## config.mk

```make
export PLATFORM = sky130hd
export DESIGN_NAME = scan_sequencer_flat
export DESIGN_NICKNAME = d
export VERILOG_FILES = /design/src/rtl/scan_sequencer_if.sv /design/src/rtl/scan_sequencer.sv /design/src/flat_wrapper.sv
export SDC_FILE = /design/constraint.sdc
export NUM_CORES = 1
export LEC_CHECK = 0
export ABC_CLOCK_PERIOD_IN_PS = 5950
export BUFFER_PORTS_ARGS = -buffer_cell sky130_fd_sc_hd__clkbuf_2
export CAP_MARGIN = 20
export CELL_PAD_IN_SITES_DETAIL_PLACEMENT = 1
export CELL_PAD_IN_SITES_GLOBAL_PLACEMENT = 2
export CORE_UTILIZATION = 28
export DETAILED_ROUTE_END_ITERATION = 6
export GPL_TIMING_DRIVEN = 0
export PLACE_DENSITY_LB_ADDON = 0.1
export SLEW_MARGIN = 15
export SYNTH_ARGS = -nofsm -noshare
export SYNTH_HDL_FRONTEND = slang
export SYNTH_SLANG_ARGS = --single-unit
```

## constraint.sdc

```tcl
create_clock -name clk -period 5.95 [get_ports clk]
set_input_delay 0.595 -clock clk [delete_from_list [all_inputs] [get_ports clk]]
set_output_delay 0.595 -clock clk [all_outputs]
set_load 0.01 [all_outputs]
```

## src/rtl/scan_sequencer_if.sv

```systemverilog
// Error-record channel of the pair scan sequencer (valid/ready handshake).
interface scan_sequencer_if #(
  parameter int N_PAIR = 86,
  parameter int IDX_W  = 7
);
  logic              err_valid;
  logic              err_ready;
  logic [IDX_W-1:0]  err_index;
  logic [N_PAIR-1:0] err_diff;

  modport master (output err_valid, output err_index, output err_diff, input err_ready);
  modport slave  (input err_valid, input err_index, input err_diff, output err_ready);
endinterface

```

## src/rtl/scan_sequencer.sv

```systemverilog
// Start/done sequenced walking-zero scan of open-drain pad pairs with error reporting.
// Optional OPEN phase (all pads released, expect all ones) enabled by `define SCAN_OPEN_CHECK_EN.
module scan_sequencer #(
  parameter int N_PAIR     = 86,
  parameter int IDX_W      = 7,
  parameter int SETTLE_CYC = 31
) (
  input  logic               clk,
  input  logic               reset_n,
  input  logic               start,
  input  logic [N_PAIR-1:0]  pair_mask,
  input  logic [N_PAIR-1:0]  scan_input,
  output logic [N_PAIR-1:0]  scan_output,
  output logic               busy,
  output logic               done,
  output logic               pass,
  output logic [7:0]         fail_count,
  scan_sequencer_if.master   err
);

  typedef enum logic [2:0] {
    IDLE, DRIVE, SETTLE, SAMPLE, COMPARE, REPORT, NEXT, FINISH
  } state_t;

  localparam logic [N_PAIR-1:0] ONE = N_PAIR'(1);

  state_t            state, state_nxt;
  logic [N_PAIR-1:0] mask_q;
  logic [N_PAIR-1:0] obs;
  logic [N_PAIR-1:0] diff;
  logic [IDX_W-1:0]  step;
  logic [7:0]        settle_cnt;
  logic              open_ph;
  logic              last_step;
  logic              step_masked;

  function automatic logic [7:0] sat_inc(input logic [7:0] v);
    return (v == 8'hFF) ? v : v + 8'd1;
  endfunction

  // During the OPEN phase scan_output is all ones, so the same diff gives the open check.
  assign diff        = (obs ^ scan_output) & ~mask_q;
  assign last_step   = (step == IDX_W'(N_PAIR - 1));
  assign step_masked = (|(mask_q & (ONE << step))) && !open_ph;

  always_ff @(posedge clk or negedge reset_n) begin
    if (!reset_n) state <= IDLE;
    else          state <= state_nxt;
  end

  always_comb begin
    state_nxt = state;
    case (state)
      IDLE:    if (start) state_nxt = DRIVE;
      DRIVE:   state_nxt = step_masked ? NEXT : SETTLE;
      // Counter is loaded with SETTLE_CYC; leaving at 1 gives exactly SETTLE_CYC cycles here.
      SETTLE:  if (settle_cnt <= 8'd1) state_nxt = SAMPLE;
      SAMPLE:  state_nxt = COMPARE;
      COMPARE: state_nxt = (diff != '0) ? REPORT : NEXT;
      REPORT:  if (err.err_ready) state_nxt = NEXT;
      NEXT:    state_nxt = (last_step && !open_ph) ? FINISH : DRIVE;
      FINISH:  state_nxt = IDLE;
      default: state_nxt = IDLE;
    endcase
  end

  always_ff @(posedge clk or negedge reset_n) begin
    if (!reset_n) begin
      scan_output   <= '1;
      busy          <= 1'b0;
      done          <= 1'b0;
      pass          <= 1'b0;
      fail_count    <= 8'd0;
      err.err_valid <= 1'b0;
      err.err_index <= '0;
      err.err_diff  <= '0;
      mask_q        <= '0;
      step          <= '0;
      settle_cnt    <= 8'd0;
      open_ph       <= 1'b0;
    end else begin
      done <= 1'b0;
      case (state)
        IDLE: begin
          if (start) begin
            mask_q     <= pair_mask;
            fail_count <= 8'd0;
            pass       <= 1'b0;
            step       <= '0;
            busy       <= 1'b1;
`ifdef SCAN_OPEN_CHECK_EN
            open_ph    <= 1'b1;
`else
            open_ph    <= 1'b0;
`endif
          end
        end
        DRIVE: begin
          if (!step_masked) begin
            scan_output <= open_ph ? '1 : ~(ONE << step);
            settle_cnt  <= 8'(SETTLE_CYC);
          end
        end
        SETTLE: settle_cnt <= settle_cnt - 8'd1;
        COMPARE: begin
          if (diff != '0) begin
            fail_count    <= sat_inc(fail_count);
            err.err_valid <= 1'b1;
            err.err_index <= open_ph ? '1 : step;
            err.err_diff  <= diff;
          end
        end
        REPORT: if (err.err_ready) err.err_valid <= 1'b0;
        NEXT: begin
          scan_output <= '1;
          if (open_ph)         open_ph <= 1'b0;
          else if (!last_step) step    <= step + 1'b1;
        end
        FINISH: begin
          done <= 1'b1;
          busy <= 1'b0;
          pass <= (fail_count == 8'd0);
        end
        default: ;
      endcase
    end
  end

  // Observation register is pure data: only meaningful after SAMPLE.
  always_ff @(posedge clk) begin
    if (state == SAMPLE) obs <= scan_input;
  end

endmodule

```

## src/flat_wrapper.sv

```systemverilog
// flat-port wrapper written by rule: the top's interface ports become plain ports
module scan_sequencer_flat 
#(
  parameter int N_PAIR     = 86,
  parameter int IDX_W      = 7,
  parameter int SETTLE_CYC = 31
)
  (clk, reset_n, start, pair_mask, scan_input, scan_output, busy, done, pass, fail_count, err_err_valid, err_err_index, err_err_diff, err_err_ready);
  scan_sequencer_if #(.N_PAIR(N_PAIR), .IDX_W(IDX_W)) err_i ();
  input  logic clk;
  input  logic reset_n;
  input  logic start;
  input  logic [N_PAIR-1:0] pair_mask;
  input  logic [N_PAIR-1:0] scan_input;
  output logic [N_PAIR-1:0] scan_output;
  output logic busy;
  output logic done;
  output logic pass;
  output logic [7:0] fail_count;
  output wire logic [$bits(err_i.err_valid)-1:0] err_err_valid;
  output wire logic [$bits(err_i.err_index)-1:0] err_err_index;
  output wire logic [$bits(err_i.err_diff)-1:0] err_err_diff;
  input wire logic [$bits(err_i.err_ready)-1:0] err_err_ready;
  assign err_err_valid = err_i.err_valid;
  assign err_err_index = err_i.err_index;
  assign err_err_diff = err_i.err_diff;
  assign err_i.err_ready = err_err_ready;
  scan_sequencer #(.N_PAIR(N_PAIR), .IDX_W(IDX_W), .SETTLE_CYC(SETTLE_CYC)) u_core (.clk(clk), .reset_n(reset_n), .start(start), .pair_mask(pair_mask), .scan_input(scan_input), .scan_output(scan_output), .busy(busy), .done(done), .pass(pass), .fail_count(fail_count), .err(err_i));
endmodule
```

==> metrics.txt, run 1 <==
status finished clean; Final Critical Period 5.32 ns; crit path from u_core.step[2]; EDFF count, synth 86; post-route ant nets 0; clock network fraction of total power 0.248; distinct cell type count after synthesis 66; Leak Pwr 9.54 nW; area share of and/or/nand/nor cells after synthesis 0.167; Max clock buf depth 3; Worst Skew 0.0277 ns; Area growth syn-to-layout 25.6%; largest cells by area after synthesis dfrtp_1 (30%), edfxtp_1 (15%), dfstp_2 (13%), nand2_1 (6.1%), xnor2_1 (4.4%); Final period util 0.895; Required @ worst endpoint 6.44 ns; largest net degree at the start of global routing 91; Worst-Skew Late Latency 0.59 ns; WS Path Type register to register; Setup TNS Final 0 ns; initial core utilization 0.285; mapped cell area 17700 um2; Ports 367; mux contribution to synthesized area 0.0557; most frequent cell after synthesis nand2_1; VDD IR max 0.000200 V; Clock Tree Root clkbuf_16; hold_buf cts 0; clk slew on worst S/H paths 0.06 ns; syn nets 1852; CP top delay family buffers and inverters; post-synthesis adder-cell area fraction 0.00707; number of synthesized register bits 381; core area 62100 um2; reg-to-reg startpoint u_core.step[2]; CTS resizes 0; DR iter-0 viols 1379; wire length reported by the detailed router 92700 um; r2r endpoint u_core.settle_cnt[2]; P_sw 5.05 mW; post-synth top area share 0.296; H-tree depth 2; critical path's largest stage delay 0.73 ns; CTS tree done; global-route wire length before repair 128000 um; switch share 0.436; Synth Area in XOR/XNOR 0.0450; Final Max Slew Viols 0; Synth top cells by count nand2_1 (288), dfrtp_1 (209), nor2_1 (131), xnor2_1 (89); R2R setup slack 0.63 ns; WP data arrival 5.81 ns; asr flop ratio synth 0.774; RSZ-0062 raised after global routing false; Crit. End Element register; CTS sink count 381; DR vias 15814; CTS buffer count 46; CP dominant cell by count buf_2; Post-Layout Cell Count 2961; PD cells 522 nW/um2; DP Area 20700 um2; Final Cell Area 22200 um2; Ys Warns 0; DR vias/cell 5.34; Rows 91; Final GP Congestion 0.946; initial antenna violation count 0; DR DRC count 0; synthesized instance count 1666; filler instances 7061; Pint 6.55 mW; main combinational cell family by area after synthesis simple AND/OR/NAND/NOR gates; crit path buf inv count 5; sequential share of power 0.395; drt first pass iters 5; Final #Nets 2272; Slew @ Worst Pin 1.18 ns; Critical Path Source Type register; total gr overflow 0; Comb pwr share 0.357; proportion of layout cells with a drive suffix above 1 0.301; vias in the first global route 16174; CP max-delay cell dfrtp_1; compound-cell area share of the yosys netlist 0.124; Final Hold Viols 0; crit-path max FO 10; wire length per cell 31.3 um; Critical Path, Cell by Cell buf_2 -> buf_2 -> inv_1 -> ha_1 -> clkbuf_1 -> a22oi_1 -> nor3_1 -> a2111oi_2 -> and4_1 -> nand2_1 -> buf_2 -> a211oi_1; Most used DFF post-synth dfrtp_1; Buffers on Ports 366; Synth area leader dfrtp_1; register area share after synthesis 0.569; Avg Cell Area, Syn 10.6 um2; die span in y 253 um; FF-to-FF path depth 12; Die Wd 253 um; worst relative slew slack 0.205; dpl hpwl 73000 um; number of setup buffers added after CTS 0; fin util 0.358; Max-Cap Viols 0; HP Class input pin to async pin; cell count after placement 2874; hold slack 0.0728 ns; GRT Total Usage 0.288; die area 64200 um2; Fmax 188 MHz; number of setup violations in the final report 0
==> layer usage <==
metal | up-vias | track usage | share of wire
li1 | 6884 | - | -
met1 | 8168 | 0.407 | 0.45
met2 | 647 | 0.453 | 0.46
met3 | 115 | 0.0391 | 0.057
met4 | 0 | 0.0930 | 0.033
met5 | - | 0 | 0
==> cell type report <==
type | instances | area (um2) | share of cell area
flip-flops and latches | 381 | 10100 | 0.453
multi-input cells | 1153 | 7050 | 0.317
repair buffers | 372 | 1960 | 0.0882
clock buffers | 65 | 1360 | 0.0610
well taps | 837 | 1050 | 0.0471
plain buffers | 117 | 514 | 0.0231
clock inverters | 20 | 160 | 0.00721
inverters | 15 | 56.3 | 0.00253
diodes | 1 | 2.50 | 0.000113
==> power by group through the flow <==
stage	combinational, mW	sequential, mW	clock (mW)
2_1_floorplan	2.13	4.24	0
3_3_place_gp	4.02	4.62	0
3_5_place_dp	4.11	4.59	0
4_1_cts	4.14	4.56	2.93
5_1_grt	4.44	4.65	3.01
6_report	4.15	4.58	2.88
==> flip-flops by register name, indices dropped and copies added, names as in the netlist, 3 cells and up <==
name                  count
u_core.mask_q            86
u_core.settle_cnt         8
u_core.scan_output       86
u_core.state              3
u_core.err.err_index      7
u_core.step               7
u_core.err.err_diff      86
u_core.fail_count         8
u_core.obs               86
==> per-stage QoR <==
stage                     power [mW]  setup WS, ns
final                           11.6         0.628
after detailed placement        8.70         0.811
after CTS                       11.6         0.794
after global routing            12.1         0.669
after floorplan                 6.37          2.61
after global placement          8.64         -2.58
==> kinds of logic after synthesis <==
logic type	after synthesis
DFF	381
xor gates and xnor gates	91
AOI/OAI and AO/OA	327
buffers and inverters	132
muxes	92
and+or+nand+nor	633
adders and majority gates	10
==> cells in the final DEF, fill, tap and decap left out, types with 6 or more instances in the layout <==
| master | Yosys | final |
|---|---|---|
| edfxtp_1 | 86 | 86 |
| nand3_1 | 32 | 32 |
| o21ai_0 | 74 | 74 |
| clkbuf_8 | 0 | 10 |
| clkbuf_16 | 0 | 48 |
| and3_1 | 16 | 16 |
| ha_1 | 10 | 10 |
| a32o_1 | 6 | 6 |
| or4_1 | 7 | 7 |
| clkbuf_1 | 76 | 84 |
| nand4_1 | 26 | 26 |
| nand2_1 | 288 | 288 |
| o211ai_1 | 8 | 8 |
| inv_1 | 15 | 15 |
| clkinv_2 | 0 | 15 |
| o22ai_1 | 52 | 52 |
| clkbuf_2 | 0 | 366 |
| nand2b_1 | 9 | 9 |
| dfrtp_1 | 209 | 209 |
| buf_1 | 7 | 7 |
| a31oi_1 | 33 | 33 |
| dfstp_2 | 86 | 86 |
| a22oi_1 | 6 | 6 |
| nor4_1 | 28 | 28 |
| nor3_2 | 10 | 10 |
| o41ai_1 | 48 | 48 |
| a211oi_1 | 33 | 33 |
| nor2_1 | 131 | 131 |
| mux2i_1 | 41 | 41 |
| nor3_1 | 37 | 37 |
| mux2_2 | 51 | 51 |
| buf_4 | 8 | 8 |
| nor2b_1 | 12 | 12 |
| a21oi_1 | 36 | 36 |
| xnor2_1 | 89 | 89 |
| buf_2 | 24 | 25 |
==> worst max-delay path by stage <==
stage                              endpoint  slack, ns  cells past startpoint
floorplan                     u_core.obs[0]       2.61                      4
global placement    u_core.err.err_diff[63]      -2.58                      1
detailed placement   u_core.scan_output[54]       0.81                     11
CTS                  u_core.scan_output[54]       0.79                     11
global route           u_core.settle_cnt[1]       0.67                     12
finish                 u_core.settle_cnt[2]       0.63                     12
Note: power is estimated with default switching activity, not from simulation.
==> run 2, diff against run 1 <==
--- a/config.mk
+++ b/config.mk
@@ -13,7 +13,8 @@
 export CORE_UTILIZATION = 28
 export DETAILED_ROUTE_END_ITERATION = 6
 export GPL_TIMING_DRIVEN = 0
-export PLACE_DENSITY_LB_ADDON = 0.1
+export PLACE_DENSITY = 0.7
+export RECOVER_POWER = 100
 export SLEW_MARGIN = 15
 export SYNTH_ARGS = -nofsm -noshare
 export SYNTH_HDL_FRONTEND = slang
==> run 2 against run 1 <==
Effect of this change:
- the flow now finishes with violations (capacitance limit, slew limit)
- clock power up 4%
- global-route usage down 0.35 points
- wire length down 0.81%
- sequential share of layout area up 0.36 points
- non-clock buffer count up 1
- worst hold slack better by 0.090 ns
- core utilization down 0.28 points
- first-iteration DRC count down 5.7%
- die area unchanged
- combinational power down 3%
- register-to-register slack worse by 0.31 ns
- sequential power up 1%
- critical path type unchanged
==> metrics.txt, run 2 (same netlist as run 1, synthesis figures left out) <==
CTS buffer count 46 (unchanged); WS Path Type register to register; violated checks capacitance limit, slew limit; global-route wire length before repair 128000 um (-0.58%); Final Cell Area 22000 um2 (-0.78%); Final Max Slew Viols 294 (+294); Required @ worst endpoint 6.42 ns (-0.02 ns); PD cells 529 nW/um2 (+1.2%); die span in y 253 um (unchanged); PnR Total Power 11.7 mW (+0.44%); largest net degree at the start of global routing 96 (+5.5%); commonest non-fill, non-tap cell in the layout nand2_1; H-tree depth 2 (unchanged); Rows 91 (unchanged); dpl hpwl 72700 um (-0.40%); CTS tree done; wire length reported by the detailed router 92000 um (-0.81%); Max clock buf depth 3 (unchanged); Area growth syn-to-layout 24.6%; crit path from u_core.scan_output[83]; number of setup violations in the final report 0 (unchanged); hold wc startpoint scan_input[50]; VDD IR max 0.000218 V (+8.9%); Final GP Congestion 0.974 (+3.0%); Leak Pwr 8.99 nW (-5.7%); Comb pwr share 0.344 (-0.013); HP Class input pin to register; post-route ant nets 0 (unchanged); Final Critical Period 5.63 ns (+0.308 ns); WP data arrival 6.10 ns (+0.29 ns); Crit. End Element register; initial core utilization 0.285 (unchanged); crit-path max FO 10 (unchanged); Ports 367 (unchanged); Buffers on Ports 366 (unchanged); sequential share of power 0.398 (+0.003); DP Area 20700 um2 (about the same); wire length per cell 31.0 um (-0.88%); Final Hold Viols 0 (unchanged); Fmax 178 MHz (-5.5%); total gr overflow 0 (unchanged); Final period util 0.946 (+0.0517); proportion of layout cells with a drive suffix above 1 0.197 (-0.104); Final #Nets 2273 (+0.044%); Slew @ Worst Pin 2.65 ns (+1.47 ns); core area 62100 um2 (unchanged); worst relative slew slack -0.769 (-0.974); Critical Path Source Type register; P_sw 5.09 mW (+0.75%); number of setup buffers added after CTS 0 (unchanged); GRT Total Usage 0.285 (-0.00349); Die Wd 253 um (unchanged); initial antenna violation count 0 (unchanged); status complete, but fails checks; clock network fraction of total power 0.258 (+0.010); drt first pass iters 5 (unchanged); die area 64200 um2 (unchanged); DR iter-0 viols 1300 (-5.7%); Max-Cap Viols 5 (+5); RSZ-0062 raised after global routing false; clk slew on worst S/H paths 0.07 ns (about the same); vias in the first global route 16717 (+3.4%); Worst-Skew Late Latency 0.61 ns (+0.02 ns); DR DRC count 0 (unchanged); most frequent cells in the layout nand2_1 (288), clkbuf_2 (241), clkbuf_1 (229); reg-to-reg startpoint u_core.scan_output[83]; Pint 6.56 mW (+0.21%); Worst Skew 0.0247 ns (-0.00301 ns); Clock Tree Root clkbuf_16; DR vias 16038 (+1.4%); switch share 0.437 (+0.00133); DR vias/cell 5.41 (+1.3%); CTS sink count 381 (unchanged)
run 2: cell count changes in the layout (fill, tap and decap cells not counted), moves of 4 or more:
cell	change
dfstp_2	-76
dfstp_1	+76
clkinv_2	-9
buf_2	-10
clkbuf_2	-125
clkbuf_1	+145
bufinv_16	+4
run 2: stage by stage:
stage | cells | worst slack, ns | utilization | hold slack [ns] | setup TNS (ns)
after global placement | 2869 | -2.28 | 0.332 | 0.466 | -471.33
after CTS | 2961 | 1.03 | 0.359 | 0.147 | 0
final | 2963 | 0.320 | 0.355 | 0.163 | 0
after floorplan | 1666 | 2.61 | - | 0.299 | 0
after detailed placement | 2874 | 1.06 | 0.334 | 0.476 | 0
after global routing | 2962 | 0.456 | 0.355 | 0.159 | 0
run 2: what timing repair did:
item	CTS	global route
hold buffers	1	0
endpoints found under the hold margin	15	0
resized for setup	0	0
run 2: final timing paths:
path	endpoint	cells past startpoint	slack, ns
hold reg to reg	u_core.busy	2	0.49
max in group asynchronous	u_core.err.err_diff[61]	3	1.22
min in group asynchronous	u_core.done	2	1.31
setup / recovery	u_core.err.err_diff[66]	10	0.32
setup reg to reg	u_core.err.err_diff[66]	10	0.32
hold / removal	u_core.obs[50]	1	0.16
run 2: layout make-up:
type	count	area, um2
buffer	117	503
multi-input combinational	1153	7050
sequential	381	10100
fill	7068	40000
inverter	15	56.3
clock buffer	65	1300
clock inverter	21	282
timing repair buffer	373	1730
antenna	1	2.50
tap	837	1050
run 2: power by group through the flow:
stage,clock network (mW),registers (mW),logic [mW]
3_5_place_dp,0,4.63,4.07
2_1_floorplan,0,4.24,2.13
6_report,3.00,4.64,4.01
3_3_place_gp,0,4.65,3.95
5_1_grt,3.13,4.68,4.28
4_1_cts,3.04,4.61,4.10
run 2: metal layers:
layer,track usage,share of wire,up-vias
li1,-,-,6860
met2,0.456,0.47,620
met5,0,0,-
met4,0.108,0.038,0
met3,0.0443,0.057,136
met1,0.386,0.44,8422
run 2: worst max-delay path, cell delays in order (launching register included):
cell and delay [ns]:
dfstp_1 0.41, xnor2_1 0.92, o22ai_1 0.24, nor4_1 0.84, nand4_1 0.25, nor4_1 0.82, clkbuf_1 0.82, nor2_1 0.13
clkbuf_1 0.34, buf_2 0.38, mux2_2 0.33
